File: config.mk
export PLATFORM = sky130hd
export DESIGN_NAME = stream_demux2
export DESIGN_NICKNAME = d
export VERILOG_FILES = /design/src/rtl/stream_demux2.sv
export SDC_FILE = /design/constraint.sdc
export NUM_CORES = 1
export LEC_CHECK = 0
export CAP_MARGIN = 5
export CORE_UTILIZATION = 25
export DETAILED_ROUTE_END_ITERATION = 8
export SLEW_MARGIN = 25
export SYNTH_ARGS = -nofsm -noshare
export SYNTH_HDL_FRONTEND = slang
export SYNTH_SLANG_ARGS = --single-unit
File: constraint.sdc
create_clock -name clk -period 1.4 [get_ports clk]
set_input_delay 0.35 -clock clk [delete_from_list [all_inputs] [get_ports clk]]
set_output_delay 0.35 -clock clk [all_outputs]
set_load 0.03 [all_outputs]
File: src/rtl/stream_demux2.sv
// Registered 1-to-2 valid/ready stream demultiplexer: each beat is steered to channel a
// (in_sel_i=1) or b (in_sel_i=0) through its own one-entry slice, with delivered-beat counters.
module stream_demux2 #(
    parameter int DATA_W = 8,
    parameter int CNT_W  = 8
) (
    input  logic              clk,
    input  logic              reset,
    input  logic              in_valid_i,
    input  logic [DATA_W-1:0] in_data_i,
    input  logic              in_sel_i,
    output logic              in_ready_o,
    output logic              a_valid_o,
    output logic [DATA_W-1:0] a_data_o,
    input  logic              a_ready_i,
    output logic              b_valid_o,
    output logic [DATA_W-1:0] b_data_o,
    input  logic              b_ready_i,
    output logic [CNT_W-1:0]  a_count_o,
    output logic [CNT_W-1:0]  b_count_o
);

    logic              aValid_q, aValid_d;
    logic              bValid_q, bValid_d;
    logic [DATA_W-1:0] aData_q, aData_d;
    logic [DATA_W-1:0] bData_q, bData_d;
    logic [CNT_W-1:0]  aCount_q, aCount_d;
    logic [CNT_W-1:0]  bCount_q, bCount_d;
    logic              freeA, freeB;
    logic              acceptA, acceptB;
    logic              handshakeA, handshakeB;

    // Ready depends only on the destination slot, never on in_valid_i.
    always_comb begin
        freeA      = !aValid_q || a_ready_i;
        freeB      = !bValid_q || b_ready_i;
        in_ready_o = !reset && (in_sel_i ? freeA : freeB);
        acceptA    = in_valid_i && in_ready_o && in_sel_i;
        acceptB    = in_valid_i && in_ready_o && !in_sel_i;
        handshakeA = aValid_q && a_ready_i;
        handshakeB = bValid_q && b_ready_i;
    end

    always_comb begin
        aValid_d = aValid_q;
        aData_d  = aData_q;
        bValid_d = bValid_q;
        bData_d  = bData_q;
        aCount_d = aCount_q + {{(CNT_W-1){1'b0}}, handshakeA};
        bCount_d = bCount_q + {{(CNT_W-1){1'b0}}, handshakeB};

        if (acceptA) begin
            aValid_d = 1'b1;
            aData_d  = in_data_i;
        end else if (a_ready_i) begin
            aValid_d = 1'b0;
        end

        if (acceptB) begin
            bValid_d = 1'b1;
            bData_d  = in_data_i;
        end else if (b_ready_i) begin
            bValid_d = 1'b0;
        end
    end

    always_ff @(posedge clk) begin
        if (reset) begin
            aValid_q <= 1'b0;
            bValid_q <= 1'b0;
            aData_q  <= '0;
            bData_q  <= '0;
            aCount_q <= '0;
            bCount_q <= '0;
        end else begin
            aValid_q <= aValid_d;
            bValid_q <= bValid_d;
            aData_q  <= aData_d;
            bData_q  <= bData_d;
            aCount_q <= aCount_d;
            bCount_q <= bCount_d;
        end
    end

    assign a_valid_o = aValid_q;
    assign a_data_o  = aData_q;
    assign b_valid_o = bValid_q;
    assign b_data_o  = bData_q;
    assign a_count_o = aCount_q;
    assign b_count_o = bCount_q;

endmodule

==> results.toml <==
[floorplan]
coreArea_um2 = 5540
die-width_um = 78.0
start_util_pct = 26.1
pin_count = 49
die_h_um = 78.0
dieArea_um2 = 6080
rows = 27

[synth]
syn_nets = 163
yosysWarnings = 0
synth_cells = 145
synthDistinctLibCells = 26
synth_area_um2 = 1440
synth_simple_gate_area_share_pct = 21.7
synth_fa_ha_area_share_pct = 3.47
avgSynthCellArea_um2 = 9.96
ys_ff_latch = 34
yosysSeqAreaShare_pct = 47.1
synth_top_family_by_area = "simple AND/OR/NAND/NOR gates"
synthMuxAreaShare_pct = 6.24
synth_xor_area_share_pct = 3.64
synth_compound_area_share_pct = 12.9

[timing]
tightest_slew_ns = 0.313
hold_viol = 0
fmax_mhz = 674
slew_headroom_pct = 79.2
finalSetupTns_ns = -0.150
setup_violations = 3
fin_ws_ns = -0.0846
period_minus_slack_ns = 1.48
rsz0062_at_grt = "true"
clock_skew_ns = 0.00669
finalCritPeriodShare_pct = 106
holdWs_ns = 0.456
drv_slew = 0

[global_routing]
grt_max_degree = 25
track_usage_pct = 11.3
antenna_found_initial = 0
grt_pass1_wl_mm = 5.40
grt_use_met2_pct = 18.4
use_met3_pct = 4.00
grt_pass1_vias = 1170
gr-total-overflow = 0
grt_use_met1_pct = 14.0
busiest_layer = "met2"

[setup_path]
critPathLaunchType = "input port"
path_class = "in2out"
crit_fanout = 2
reg2regPathDepth = 7
cp.required_ns = 1.05
arrival_ns = 1.13
end_kind = "output pin"

[flow_run]
maxCapViolCount = 0

[routing]
routedWlPerCell_um = 11.4
final_antenna_net_count = 0
wirelength_mm = 3.23
viasPerCell = 4.30
drt-pass1-iter-count = 4
drtIter0Drc = 19
vias = 1222
drc = 0

[min_path]
min_path_type = "in2reg"
hold_depth = 2

[pwr]
ir_drop_v = 0.000648
p_total_w = 0.00201
p_leak_nw = 0.947
power_per_cell_area_nw_per_um2 = 862

[status]
violations = "negative setup slack"
status = "complete, but fails checks"

[place]
placed_cell_area_um2 = 2140
port_buffers = 48
dp_hpwl_mm = 2.23
routabilityCongestion = 0.678

[cts]
cts_hold_buf = 0
clockRootBuffer = "clkbuf_8"
cts.clk_slew.worst_paths_ns = 0.07
clk_latency_ns = 0.27
clock_path_buffers = 2
clock-sinks = 34
htreeDepth = 2
cts_tree = "built"
cts_buffers = 5

[layout]
drive_above_1_share_pct = 36.3
fillers = 565
fin_nets = 229
multi_input_area_um2 = 848
final_cell_mix = "dfxtp_1 (30), buf_4 (27), dlygate4sd2_1 (15)"
syn_to_final_growth_pct = 61.5
seqCellArea_um2 = 691
finalInstanceArea_um2 = 2330
insertedDiodeCount = 0
final_common_cell = "dfxtp_1"
-- cells by family (layout without fill, tap and decap cells) --
group,count (synthesis),in the layout
adder cells (fa/ha/maj),4,4
AO/OA/AOI/OAI,30,30
buffers and inverters,8,75
XOR/XNOR,6,6
multiplexers,8,8
AND/OR/NAND/NOR,55,55
flip-flops,34,34
-- per-stage QoR --
stage / util (%) / std cells / setup WS [ns]
2_1_floorplan: - / 145 / -0.0365
3_3_place_gp: 38.6 / 272 / -0.452
3_5_place_dp: 38.6 / 272 / -0.482
4_1_cts: 40.4 / 282 / -0.261
5_1_grt: 42.1 / 284 / -0.127
6_report: 42.1 / 284 / -0.0846
-- final cells by class --
class / count / share of cell area, %
Timing Repair Buffer: 67 / 26.2
Tap cell: 72 / 3.86
Multi-Input combinational cell: 103 / 36.4
Clock inverter: 1 / 0.215
Clock buffer: 7 / 3.70
Sequential cell: 34 / 29.6
-- registers in the layout (all words and copies together), names as in the netlist --
signal,flops
a_count_o,8
b_data_o,8
a_valid_o,1
b_count_o,8
a_data_o,8
b_valid_o,1
-- power breakdown --
group	switching (W)	internal, W
sequential	0.0000157	0.000995
combinational	0.000137	0.000125
clock	0.000340	0.000397
total	0.000493	0.00152
-- final timing paths --
| check | from | end | slack (ns) |
|---|---|---|---|
| worst max-delay path | b_ready_i | in_ready_o | -0.08 |
| worst min register to register | b_count_o[7]$_SDFF_PP0_ | b_count_o[7]$_SDFF_PP0_ | 0.48 |
| worst min-delay path | reset | b_valid_o$_SDFFE_PP0P_ | 0.46 |
| worst max register to register | a_valid_o$_SDFFE_PP0P_ | a_count_o[6]$_SDFF_PP0_ | -0.05 |
-- Yosys cell counts --
cell type | count | share of area, %
buf_2 | 2 | 0.69
ha_1 | 4 | 3.5
a31o_1 | 8 | 4.9
dfxtp_1 | 34 | 47
o21ai_0 | 6 | 2.1
a211oi_1 | 1 | 0.52
nand4_1 | 2 | 0.87
nand3_1 | 6 | 2.1
buf_12 | 1 | 1.4
nand2_2 | 1 | 0.43
nor2_1 | 9 | 2.3
nor3b_2 | 1 | 0.87
clkbuf_1 | 1 | 0.26
mux2_2 | 8 | 6.2
and2_1 | 2 | 0.87
a21oi_1 | 14 | 4.9
xnor2_1 | 2 | 1.2
nand2_1 | 4 | 1.0
a21oi_2 | 1 | 0.61
nand2b_1 | 10 | 4.3
buf_4 | 2 | 1.0
nor2b_1 | 13 | 5.6
or3_1 | 6 | 2.6
xor2_1 | 4 | 2.4
buf_6 | 2 | 1.6
and3b_1 | 1 | 0.61
-- timing repair --
| item | CTS | global route |
|---|---|---|
| gates resized for setup | 31 | 28 |
| pin swaps | 4 | 8 |
| setup endpoints to repair | 42 | 20 |
| setup buffers | 2 | 3 |
-- critical path, cell delays in order --
cell and delay [ns]:
dlygate4sd2_1 0.22, nand2b_4 0.14, nor2_4 0.04, a211oi_4 0.22
buf_6 0.16
-- per-layer routing --
| layer | part of all wire, % | routed length, um | vias to the layer above |
|---|---|---|---|
| li1 | - | - | 632 |
| met1 | 46 | 1470 | 551 |
| met2 | 48 | 1540 | 37 |
| met3 | 6.3 | 205 | 2 |
| met4 | 0.43 | 14 | 0 |
| met5 | 0 | 0 | - |
Note: power is estimated with default switching activity, not from simulation.
